<file path="config.mk">
export PLATFORM = sky130hd
export DESIGN_NAME = shared_adder_arbiter_flat
export DESIGN_NICKNAME = d
export VERILOG_FILES = /design/src/rtl/shared_adder_arbiter_if.sv /design/src/rtl/shared_adder_arbiter.sv /design/src/flat_wrapper.sv
export SDC_FILE = /design/constraint.sdc
export NUM_CORES = 1
export LEC_CHECK = 0
export BUFFER_PORTS_ARGS = -buffer_cell sky130_fd_sc_hd__buf_2
export CAP_MARGIN = 20
export CORE_AREA = 2 2 128 130
export DETAILED_ROUTE_END_ITERATION = 8
export DIE_AREA = 0 0 130 132
export PLACE_DENSITY = 0.61
export REMOVE_ABC_BUFFERS = 1
export SYNTH_ARGS = -nofsm -noshare
export SYNTH_HDL_FRONTEND = slang
export SYNTH_SLANG_ARGS = --single-unit
export TNS_END_PERCENT = 1
</file>
<file path="constraint.sdc">
create_clock -name clk -period 41.9 [get_ports clk]
set_clock_uncertainty 0.1 [all_clocks]
set_input_delay 0 -clock clk [delete_from_list [all_inputs] [get_ports clk]]
set_output_delay 0 -clock clk [all_outputs]
set_load 0.01 [all_outputs]
</file>
<file path="src/rtl/shared_adder_arbiter_if.sv">
`default_nettype none
// ============================================================================
// Module   : shared_adder_arbiter_if
// Purpose  : Requester and result handshake bundle for shared_adder_arbiter.
// Revision : 1.0 - initial release
// ============================================================================
interface shared_adder_arbiter_if #(
    parameter int N_REQ     = 4,
    parameter int WIDTH     = 32,
    parameter int TAG_WIDTH = 6,
    parameter int SRC_WIDTH = $clog2(N_REQ)
);
    logic [N_REQ-1:0]           req_valid;
    logic [N_REQ-1:0]           req_ready;
    logic [N_REQ*WIDTH-1:0]     req_a;
    logic [N_REQ*WIDTH-1:0]     req_b;
    logic [N_REQ*TAG_WIDTH-1:0] req_tag;
    logic                       res_valid;
    logic                       res_ready;
    logic [WIDTH-1:0]           res_sum;
    logic [TAG_WIDTH-1:0]       res_tag;
    logic [SRC_WIDTH-1:0]       res_src;

    // Requesters and result consumer side
    modport master (
        output req_valid, req_a, req_b, req_tag, res_ready,
        input  req_ready, res_valid, res_sum, res_tag, res_src
    );

    // Arbiter side
    modport slave (
        input  req_valid, req_a, req_b, req_tag, res_ready,
        output req_ready, res_valid, res_sum, res_tag, res_src
    );
endinterface
`default_nettype wire

</file>
<file path="src/rtl/shared_adder_arbiter.sv">
`default_nettype none
// ============================================================================
// Module   : shared_adder_arbiter
// Purpose  : Round-robin sharing of one ripple-carry adder among N_REQ
//            requesters; registered result with tag and source index.
//            Optional macro SHARED_ADDER_ARB_PERF_EN adds perf_conflict_cnt.
// Revision : 1.0 - initial release
// ============================================================================
module shared_adder_arbiter #(
    parameter int N_REQ     = 4,
    parameter int WIDTH     = 32,
    parameter int TAG_WIDTH = 6,
    parameter int SRC_WIDTH = $clog2(N_REQ)
) (
    input  wire logic              clk,
    input  wire logic              rst_aL,
    input  wire logic              flush,
    shared_adder_arbiter_if.slave  bus
`ifdef SHARED_ADDER_ARB_PERF_EN
    ,
    output logic [31:0]            perf_conflict_cnt
`endif
);

    localparam logic [SRC_WIDTH:0]   c_n_req_ext = (SRC_WIDTH+1)'(N_REQ);
    localparam logic [SRC_WIDTH-1:0] c_last_idx  = SRC_WIDTH'(N_REQ - 1);

    logic                  r_res_valid;
    logic [WIDTH-1:0]      r_res_sum;
    logic [TAG_WIDTH-1:0]  r_res_tag;
    logic [SRC_WIDTH-1:0]  r_res_src;
    logic [SRC_WIDTH-1:0]  r_rr_ptr;

    logic                  w_grant_en;
    logic                  w_found;
    logic [SRC_WIDTH-1:0]  w_gidx;
    logic [SRC_WIDTH:0]    w_scan_idx;
    logic [N_REQ-1:0]      w_grant;
    logic [SRC_WIDTH-1:0]  w_ptr_next;
    logic [WIDTH-1:0]      w_op_a;
    logic [WIDTH-1:0]      w_op_b;
    logic [WIDTH-1:0]      w_sum;
    logic [WIDTH-1:0]      w_carry;

    // Reset is folded in so the grant is silent while rst_aL is held low.
    assign w_grant_en = rst_aL && !flush && (!r_res_valid || bus.res_ready);

    always_comb begin
        w_found    = 1'b0;
        w_gidx     = '0;
        w_scan_idx = '0;
        for (int k = 0; k < N_REQ; k++) begin
            w_scan_idx = {1'b0, r_rr_ptr} + (SRC_WIDTH+1)'(k);
            if (w_scan_idx >= c_n_req_ext) begin
                w_scan_idx = w_scan_idx - c_n_req_ext;
            end
            if (!w_found && bus.req_valid[w_scan_idx[SRC_WIDTH-1:0]]) begin
                w_found = 1'b1;
                w_gidx  = w_scan_idx[SRC_WIDTH-1:0];
            end
        end
        if (!w_grant_en) begin
            w_found = 1'b0;
        end
    end

    assign w_grant    = w_found ? (N_REQ'(1) << w_gidx) : '0;
    assign w_ptr_next = (w_gidx == c_last_idx) ? '0 : w_gidx + SRC_WIDTH'(1);

    // Operand mux feeds the single adder instance
    assign w_op_a = bus.req_a[int'(w_gidx)*WIDTH +: WIDTH];
    assign w_op_b = bus.req_b[int'(w_gidx)*WIDTH +: WIDTH];

    // Ripple-carry chain; the final carry-out is never formed so the sum wraps.
    assign w_carry[0] = 1'b0;
    for (genvar gi = 0; gi < WIDTH; gi++) begin : g_ripple
        assign w_sum[gi] = w_op_a[gi] ^ w_op_b[gi] ^ w_carry[gi];
        if (gi < WIDTH - 1) begin : g_carry
            assign w_carry[gi+1] = (w_op_a[gi] & w_op_b[gi]) |
                                   (w_carry[gi] & (w_op_a[gi] ^ w_op_b[gi]));
        end
    end

    always_ff @(posedge clk or negedge rst_aL) begin
        if (!rst_aL) begin
            r_res_valid <= 1'b0;
            r_res_sum   <= '0;
            r_res_tag   <= '0;
            r_res_src   <= '0;
            r_rr_ptr    <= '0;
        end else if (flush) begin
            r_res_valid <= 1'b0;
        end else if (w_found) begin
            r_res_valid <= 1'b1;
            r_res_sum   <= w_sum;
            r_res_tag   <= bus.req_tag[int'(w_gidx)*TAG_WIDTH +: TAG_WIDTH];
            r_res_src   <= w_gidx;
            r_rr_ptr    <= w_ptr_next;
        end else if (bus.res_ready) begin
            r_res_valid <= 1'b0;
        end
    end

`ifdef SHARED_ADDER_ARB_PERF_EN
    logic [31:0] r_perf_cnt;
    logic        w_multi_valid;

    // Clearing the lowest set bit leaves a non-zero vector iff two or more bits were set.
    assign w_multi_valid = |(bus.req_valid & (bus.req_valid - N_REQ'(1)));

    always_ff @(posedge clk or negedge rst_aL) begin
        if (!rst_aL) begin
            r_perf_cnt <= '0;
        end else if (w_found && w_multi_valid && (r_perf_cnt != 32'hFFFF_FFFF)) begin
            r_perf_cnt <= r_perf_cnt + 32'd1;
        end
    end

    assign perf_conflict_cnt = r_perf_cnt;
`endif

    assign bus.req_ready = w_grant;
    assign bus.res_valid = r_res_valid;
    assign bus.res_sum   = r_res_sum;
    assign bus.res_tag   = r_res_tag;
    assign bus.res_src   = r_res_src;

endmodule
`default_nettype wire

</file>
<file path="src/flat_wrapper.sv">
// flat-port wrapper written by rule: the top's interface ports become plain ports
module shared_adder_arbiter_flat 
#(
    parameter int N_REQ     = 4,
    parameter int WIDTH     = 32,
    parameter int TAG_WIDTH = 6,
    parameter int SRC_WIDTH = $clog2(N_REQ)
)
  (clk, rst_aL, flush, bus_req_valid, bus_req_a, bus_req_b, bus_req_tag, bus_res_ready, bus_req_ready, bus_res_valid, bus_res_sum, bus_res_tag, bus_res_src);
  shared_adder_arbiter_if #(.N_REQ(N_REQ), .WIDTH(WIDTH), .TAG_WIDTH(TAG_WIDTH), .SRC_WIDTH(SRC_WIDTH)) bus_i ();
  input  wire logic clk;
  input  wire logic rst_aL;
  input  wire logic flush;
  input wire logic [$bits(bus_i.req_valid)-1:0] bus_req_valid;
  input wire logic [$bits(bus_i.req_a)-1:0] bus_req_a;
  input wire logic [$bits(bus_i.req_b)-1:0] bus_req_b;
  input wire logic [$bits(bus_i.req_tag)-1:0] bus_req_tag;
  input wire logic [$bits(bus_i.res_ready)-1:0] bus_res_ready;
  output wire logic [$bits(bus_i.req_ready)-1:0] bus_req_ready;
  output wire logic [$bits(bus_i.res_valid)-1:0] bus_res_valid;
  output wire logic [$bits(bus_i.res_sum)-1:0] bus_res_sum;
  output wire logic [$bits(bus_i.res_tag)-1:0] bus_res_tag;
  output wire logic [$bits(bus_i.res_src)-1:0] bus_res_src;
  assign bus_i.req_valid = bus_req_valid;
  assign bus_i.req_a = bus_req_a;
  assign bus_i.req_b = bus_req_b;
  assign bus_i.req_tag = bus_req_tag;
  assign bus_i.res_ready = bus_res_ready;
  assign bus_req_ready = bus_i.req_ready;
  assign bus_res_valid = bus_i.res_valid;
  assign bus_res_sum = bus_i.res_sum;
  assign bus_res_tag = bus_i.res_tag;
  assign bus_res_src = bus_i.res_src;
  shared_adder_arbiter #(.N_REQ(N_REQ), .WIDTH(WIDTH), .TAG_WIDTH(TAG_WIDTH), .SRC_WIDTH(SRC_WIDTH)) u_core (.clk(clk), .rst_aL(rst_aL), .flush(flush), .bus(bus_i));
endmodule
</file>
Word level (Yosys, flattened, before mapping). Index checks and enable logic that the tools add are counted.

Bits in registers: 43. Bits of input ports: 288. Output and inout port bits: 45.

Muxes and demuxes: 26. Bitwise operators: 155. Reduce and logical (&&, ||, !) cells: 13. Eq/ne operators: 1. Multiply operators: 1. Add/sub/neg operators: 8. Magnitude comparators: 8. Shifts and indexed selects: 4.

Operators by type and width (count): 128-bit by 8-bit variable part select with 32-bit output (2); 1-bit XOR (63); 1-bit bitwise AND (61); 24-bit by 32-bit variable part select with 6-bit output (1); 1-bit bitwise OR (30); 2-bit 2-to-1 mux (9); 2-bit by 3-bit less-than comparator with 1-bit output, second input constant (4); 1-bit 2-to-1 mux (12); 3-bit greater-or-equal comparator, second input constant (3); 1-bit binary-select mux with 2-bit select (4); 2-bit by 1-bit subtractor with 2-bit output, second input constant (4); 2-bit by 2-bit adder with 3-bit output, second input constant (2); 1-bit logical AND (5); 1-bit logical NOT (5); 2-bit by 2-bit multiplier with 4-bit output, second input constant (1); 4-bit 2-to-1 mux (1); 1-bit by 2-bit left shift with 4-bit output, first input constant (1); 2-bit by 1-bit adder with 3-bit output, second input constant (1); 2-bit by 3-bit greater-or-equal comparator with 1-bit output, second input constant (1); 3-bit nonzero test (1); 2-bit by 1-bit adder with 2-bit output, second input constant (1); 2-bit == test, second input constant (1); 2-bit AND reduction (1); 1-bit logical OR (1); 1-bit NOT (1).

Longest topological paths before layout. Gate-level depths: netlist (run 1).

Word-level depth: 77. Mapped depth: 45.

Worst setup path before layout (run 1). Ideal clock, no wire load.

Kind: register to register. Start point: register u_core.r_rr_ptr[1]. End point: register u_core.r_res_sum[31], in the netlist u_core.bus.res_sum[31]. Clock period less this slack: 15215 ps. Cell stages (with the launch flop): 46. Path buffers: 2. Path slack: 26685 ps. Data arrival time: 14989 ps. Cell sequence: dfrtp_1 nand2_2 a221oi_4 nor2_4 inv_1 buf_2 buf_2 nand2_1 a31oi_1 ha_1 inv_1 fa_1 fa_1 fa_1 fa_1 fa_1 inv_1 fa_1 [10 not listed] fa_1 fa_1 fa_1 fa_1 fa_1 fa_1 fa_1 fa_1 fa_1 fa_1 fa_1 fa_1 fa_1 fa_1 fa_1 a21oi_2 and4b_1 a221o_1.

Longest elaborated chain between the ends: 77. Elaborated cells on any way between the ends: 164.

Ends and longest elaborated chain: start, declared (line shared_adder_arbiter.sv:32) `logic [SRC_WIDTH-1:0] r_rr_ptr;`; start signal, assigned (line shared_adder_arbiter.sv:98) `r_rr_ptr <= w_ptr_next;`; branches (longest 77 deep; another with 2-bit by 1-bit adder with 3-bit output); end signal, assigned (line shared_adder_arbiter.sv:95) `r_res_sum <= w_sum;`; end, declared (line shared_adder_arbiter.sv:29) `logic [WIDTH-1:0] r_res_sum;`.

Parallel ways; which one is timed is not known. The select of a mux whose other input is x is not followed. A chain may end at the register's enable or synchronous reset.

Worst setup path after layout (run 1). Ends and elaborated chain as after synthesis.

==> flow_summary.ini, run 1 <==
[setup_path]
r2r_setup_slack_ns = 25.45
cpMostUsedCell = fa_1
ff2ff_path_depth = 45
critPathCapture = u_core.bus.res_sum[31]
required_ns = 41.97
startpoint = u_core.r_rr_ptr[1]
crit_type = reg2reg
r2r_end = u_core.bus.res_sum[31]
slowest_delay_ns = 0.55
critPathMaxFanout = 70
r2r_start = u_core.r_rr_ptr[1]
critPathArrivalTime_ns = 16.52
cp-end-kind = register
critPathLaunchType = register
critPathSlowestCell = inv_4

[synth]
avgSynthCellArea_um2 = 6.29
yosysWarnings = 0
synth_compound_area_share_pct = 14.2
synth_fa_ha_area_share_pct = 14.4
synth_top_family_by_area = simple AND/OR/NAND/NOR gates
synth.ff_latch_count = 43
synth-simple-area-share_pct = 41.9
syn-cell-area_mm2 = 0.00460
ys_types = 35
yosysSeqAreaShare_pct = 23.4
synth_mux_area_share_pct = 0.897
netlist_instances = 732
synth_xor_area_share_pct = 0

[clock_network]
cts_setup_buffers = 0
cts-resized-gates = 0
cts_buffer_depth = 2
cts_tree = built
cts_made_buffers = 5
numClockSinks = 43
cts_root_buf = clkbuf_16
path_clk_slew_ns = 0.07
clk_latency_ns = 0.29
htreeDepth = 2

[routing]
post_drt_wl_per_cell_um = 12.9
first_pass_iters = 4
wl_um = 16100
drc = 0
vias_per_cell = 4.53
drt_iter0_drc = 175
vias = 5643
ant_nets = 0

[global_routing]
grt_max_degree = 98
track_usage_pct = 18.5
antenna_found_initial = 0
grt_pass1_vias = 5456
grt_pass1_wl_um = 25700
grt-ovfl-total = 0

[sta]
slew-limit-headroom_pct = 43.5
fin_crit_sh_pct = 39.3
worst_slew_pin_slew_ns = 0.847
finalSetupViolCount = 0
hold_slack_ns = 0.00445
rsz0062_at_grt = no
hold_viol = 0
setup_tns_ns = 0
fmax_mhz = 60.8
min_period_ns = 16.45
drv_slew = 0

[power_and_ir_drop]
ir_drop_mv = 0.0207
leakage_nw = 3.67
pwr_density_cell_mw_per_mm2 = 56.8

[floorplanning]
initial_core_util_pct = 29.3
io_pins = 333
fp.dieH_um = 132
dieArea_mm2 = 0.0172
core_area_mm2 = 0.0157
row_count = 46
die_w_um = 130

[cells_and_area]
area_growth_pct = 43.1
nets = 1353
drive_gt1_share_pct = 34.6
fin_util_pct = 41.9
diodes = 0
fill_cells = 1713
layoutNonFillerInstCount = 1247

[min_path]
hold_path_class = in2reg

[placed_design]
placedCellCount = 1233
numPortBuffers = 332
gp_congestion = 0.793
hpwl_um = 12800

[outcome]
status = finished, final reports clean

[run]
drv_cap = 0
area by class of cell:
type / count / area (um2) / area share [%]
clock buffer: 5 / 125 / 1.90
clock inverter: 3 / 25.0 / 0.380
inverter: 6 / 25.0 / 0.380
multi-input combinational: 629 / 3290 / 50.0
sequential: 43 / 1080 / 16.3
tap: 216 / 270 / 4.10
timing repair buffer: 345 / 1770 / 26.9
sequential cells by signal, indices dropped and copies added, names as in the netlist:
| name | flops |
|---|---|
| u_core.r_rr_ptr | 2 |
| u_core.bus.res_valid | 1 |
| u_core.bus.res_src | 2 |
| u_core.bus.res_sum | 32 |
| u_core.bus.res_tag | 6 |
worst max-delay path: cells and delay by family, from the launching register on:
kind,cells,cell delay (ns)
buffers and inverters,5,1.04
DFF,1,0.43
adders and majority gates,31,13.16
AOI/OAI and AO/OA,4,0.86
and+or+nand+nor,5,0.70
synthesized netlist by cell type:
cell type | number | area (um2)
a221o_1 | 2 | 20.0
nand2b_1 | 1 | 6.26
o21bai_1 | 1 | 7.51
a221oi_4 | 1 | 26.3
nand2_2 | 1 | 6.26
a21oi_1 | 1 | 5.00
nor2_4 | 1 | 11.3
inv_1 | 6 | 22.5
o21ba_2 | 1 | 10.0
and2_1 | 4 | 25.0
mux2_2 | 1 | 11.3
nor2_1 | 2 | 7.51
buf_1 | 10 | 37.5
and3_1 | 4 | 25.0
a31o_2 | 1 | 8.76
dfrtp_1 | 43 | 1080
and4b_1 | 2 | 20.0
o21ai_0 | 104 | 521
nor2b_1 | 1 | 6.26
nand4b_1 | 1 | 8.76
nand3_1 | 67 | 335
a31oi_1 | 4 | 25.0
nand2_1 | 383 | 1440
clkbuf_1 | 32 | 120
o31ai_1 | 1 | 7.51
buf_2 | 12 | 60.1
nor2b_4 | 1 | 13.8
and2b_1 | 1 | 7.51
fa_1 | 30 | 601
mux2i_1 | 3 | 30.0
a21oi_2 | 1 | 8.76
nor3_2 | 1 | 10.0
ha_1 | 5 | 62.6
a21o_1 | 2 | 15.0
or4_1 | 1 | 7.51
per-stage QoR:
step	cell area, um2	total power, mW	setup WS [ns]
2_1_floorplan	4390	0.254	23.13
3_3_place_gp	6380	0.337	25.46
3_5_place_dp	6380	0.341	25.27
4_1_cts	6590	0.384	25.25
5_1_grt	6590	0.428	24.54
6_report	6590	0.374	25.45
where the power goes:
part | switching (mW) | leakage (nW) | internal, mW
logic | 0.161 | 3.06 | 0.103
registers | 0.00975 | 0.535 | 0.0603
clock network | 0.0179 | 0.0700 | 0.0223
metal layers:
| layer | up-vias | track usage, % | routed length [um] |
|---|---|---|---|
| met4 | 0 | 3.17 | 193 |
| met1 | 2462 | 22.3 | 6700 |
| met2 | 208 | 34.4 | 8180 |
| met5 | - | 0 | 0 |
| met3 | 14 | 3.13 | 1050 |
| li1 | 2959 | - | - |
placed cells by master (no fill, tap or decap), types with 3 or more instances in the layout:
master           n
inv_1            5
clkbuf_16        5
buf_4            7
fa_1            30
nand3_1         67
dfrtp_1         43
buf_2          332
nand2_1        383
mux2i_1          3
dlygate4sd3_1    6
ha_1             5
and3_1           4
a31oi_1          4
o21ai_0        104
and2_1           4
cell families after synthesis:
kind of cell / count (synthesis)
DFF: 43
buffers and inverters: 60
and+or+nand+nor: 471
AOI/OAI and AO/OA: 119
muxes: 4
adders and majority gates: 35
worst min path at each step:
stage,startpoint,end,slack [ns],depth (start not counted)
floorplan,rst_aL,u_core.bus.res_src[0],-0.40,0
global placement,rst_aL,u_core.bus.res_sum[1],0.03,2
detailed placement,rst_aL,u_core.bus.res_sum[1],0.04,2
CTS,bus_req_tag[22],u_core.bus.res_tag[4],0.0009,5
global route,bus_req_tag[13],u_core.bus.res_tag[1],0.03,5
finish,bus_req_tag[22],u_core.bus.res_tag[4],0.004,5
repair_timing:
action / CTS / global route
setup endpoints to repair: 0 / 0
hold buffers: 6 / 0
hold endpoints to repair: 46 / 0
(Power assumes the default switching activity.)
==> run 2: changes to the inputs <==
CORE_AREA = 2 2 129 131   (was 2 2 128 130)
DIE_AREA = 0 0 131 133   (was 0 0 130 132)
PLACE_DENSITY = 0.6   (was 0.61)
clock period = 17.1 ns   (was 41.9 ns; I/O delays follow)
==> run 2 against run 1 <==
Final area up 0.25%. Total power rose by 140%. Cell count grew 0.40%. Combinational power grew 140%. Register-to-register slack got worse by 24 ns. Via count decreased by 0.27%. Critical path depth decreased by 1. Sequential cell count unchanged. Sequential share of layout area hardly changed. Largest cell class unchanged. Largest power group unchanged.
==> flow_summary.ini, run 2 (synthesis gave the netlist of run 1 again) <==
[clock_network]
clk_latency_ns = 0.29
cts_made_buffers = 5
cts_buffer_depth = 2
cts_setup_buffers = 0
path_clk_slew_ns = 0.06
cts_tree = built
cts_root_buf = clkbuf_16
numClockSinks = 43
htreeDepth = 2

[routing]
vias = 5628
first_pass_iters = 6
ant_nets = 0
drc = 0
post_drt_wl_per_cell_um = 13.0
wl_um = 16200
drt_iter0_drc = 164
vias_per_cell = 4.50

[setup_path]
cpMostUsedCell = fa_1
r2r_setup_slack_ns = 1.38
required_ns = 17.18
r2r_start = u_core.r_rr_ptr[1]
cp-end-kind = register
slowest_delay_ns = 0.48
critPathMaxFanout = 11
ff2ff_path_depth = 44
critPathSlowestCell = fa_1
startpoint = u_core.r_rr_ptr[1]
critPathArrivalTime_ns = 15.79
r2r_end = u_core.bus.res_sum[31]
crit_type = reg2reg
critPathLaunchType = register
critPathCapture = u_core.bus.res_sum[31]

[floorplanning]
io_pins = 333
die_w_um = 131
row_count = 47
initial_core_util_pct = 28.5
fp.dieH_um = 133
core_area_mm2 = 0.0162
dieArea_mm2 = 0.0174

[placed_design]
hpwl_um = 12800
place_area_mm2 = 0.00639
dp_slack_ns = 1.28
gp_congestion = 0.869
placedCellCount = 1238
numPortBuffers = 332

[global_routing]
antenna_found_initial = 0
track_usage_pct = 18.3
grt_max_degree = 76
grt-ovfl-total = 0
grt_pass1_vias = 5271
grt_pass1_wl_um = 25200

[cells_and_area]
multi_input_area_mm2 = 0.00329
area_growth_pct = 43.5
drive_gt1_share_pct = 34.6
layoutNonFillerInstCount = 1252
largest_reg_flops = 32
diodes = 0
nets = 1355
final_common_cell = nand2_1
layout_common_cells = nand2_1, buf_2, o21ai_0
fill_cells = 1769
fin_util_pct = 40.8
seq_area_mm2 = 0.00108
final_area_mm2 = 0.00661

[sta]
worst_slew_pin_slew_ns = 0.888
min_period_ns = 15.72
drv_slew = 0
finalSetupViolCount = 0
slew-limit-headroom_pct = 40.5
setup_ws_ns = 1.38
rsz0062_at_grt = no
fmax_mhz = 63.6
hold_viol = 0
fin_crit_sh_pct = 91.9
hold_slack_ns = 0.00861
setup_tns_ns = 0

[power_and_ir_drop]
total_power_mw = 0.916
leakage_nw = 3.68
ir_drop_mv = 0.0866
pwr_density_cell_mw_per_mm2 = 139

[outcome]
status = finished, final reports clean

[run]
drv_cap = 0

[min_path]
hold_path_class = in2reg
hp-start = bus_req_tag[17]
[run 2: cell types whose count changed in the layout (fill, tap and decap cells not counted)]
cell	delta
clkinvlp_4	-1
dlygate4sd3_1	+1
clkinv_2	+1
clkbuf_8	+1
clkinv_4	-2
buf_4	+1
[run 2: worst min-delay path by stage]
stage | slack, ns | endpoint | cells past startpoint
after floorplan | -0.40 | u_core.bus.res_src[0] | 0
after global placement | 0.04 | u_core.bus.res_sum[1] | 2
after detailed placement | 0.05 | u_core.bus.res_sum[2] | 2
after CTS | 0.01 | u_core.bus.res_tag[5] | 5
after global routing | 0.06 | u_core.bus.res_tag[5] | 5
final | 0.009 | u_core.bus.res_tag[5] | 5
[run 2: report_power, final]
part	leakage [nW]	internal [mW]	switching, mW
clock	0.0727	0.0571	0.0407
combinational	3.07	0.253	0.392
sequential	0.535	0.148	0.0242
total	3.68	0.458	0.457
[run 2: layer usage]
layer	global-route usage (%)	vias to the layer above	part of all wire [%]
li1	-	2962	-
met1	21.6	2448	42
met2	33.5	196	50
met3	3.28	22	6.4
met4	4.73	0	1.8
met5	0	-	0
[run 2: final cells by class]
| type | instances | share of cell area, % |
|---|---|---|
| Multi-Input combinational cell | 629 | 49.9 |
| Tap cell | 220 | 4.17 |
| Timing Repair Buffer | 347 | 27.1 |
| Clock inverter | 1 | 0.0758 |
| Sequential cell | 43 | 16.3 |
| Inverter | 6 | 0.379 |
| Clock buffer | 6 | 2.10 |
[run 2: worst max-delay path, delay by kind of cell (launching register included)]
kind,cells,cell delay [ns]
compound gates,4,0.89
fa+ha+maj,31,13.12
buf+inv,4,0.31
simple gates,5,0.68
flops,1,0.46
[run 2: repair_timing]
item	CTS	global route
resized for setup	0	0
hold buffers	7	0
hold endpoints to repair	46	0
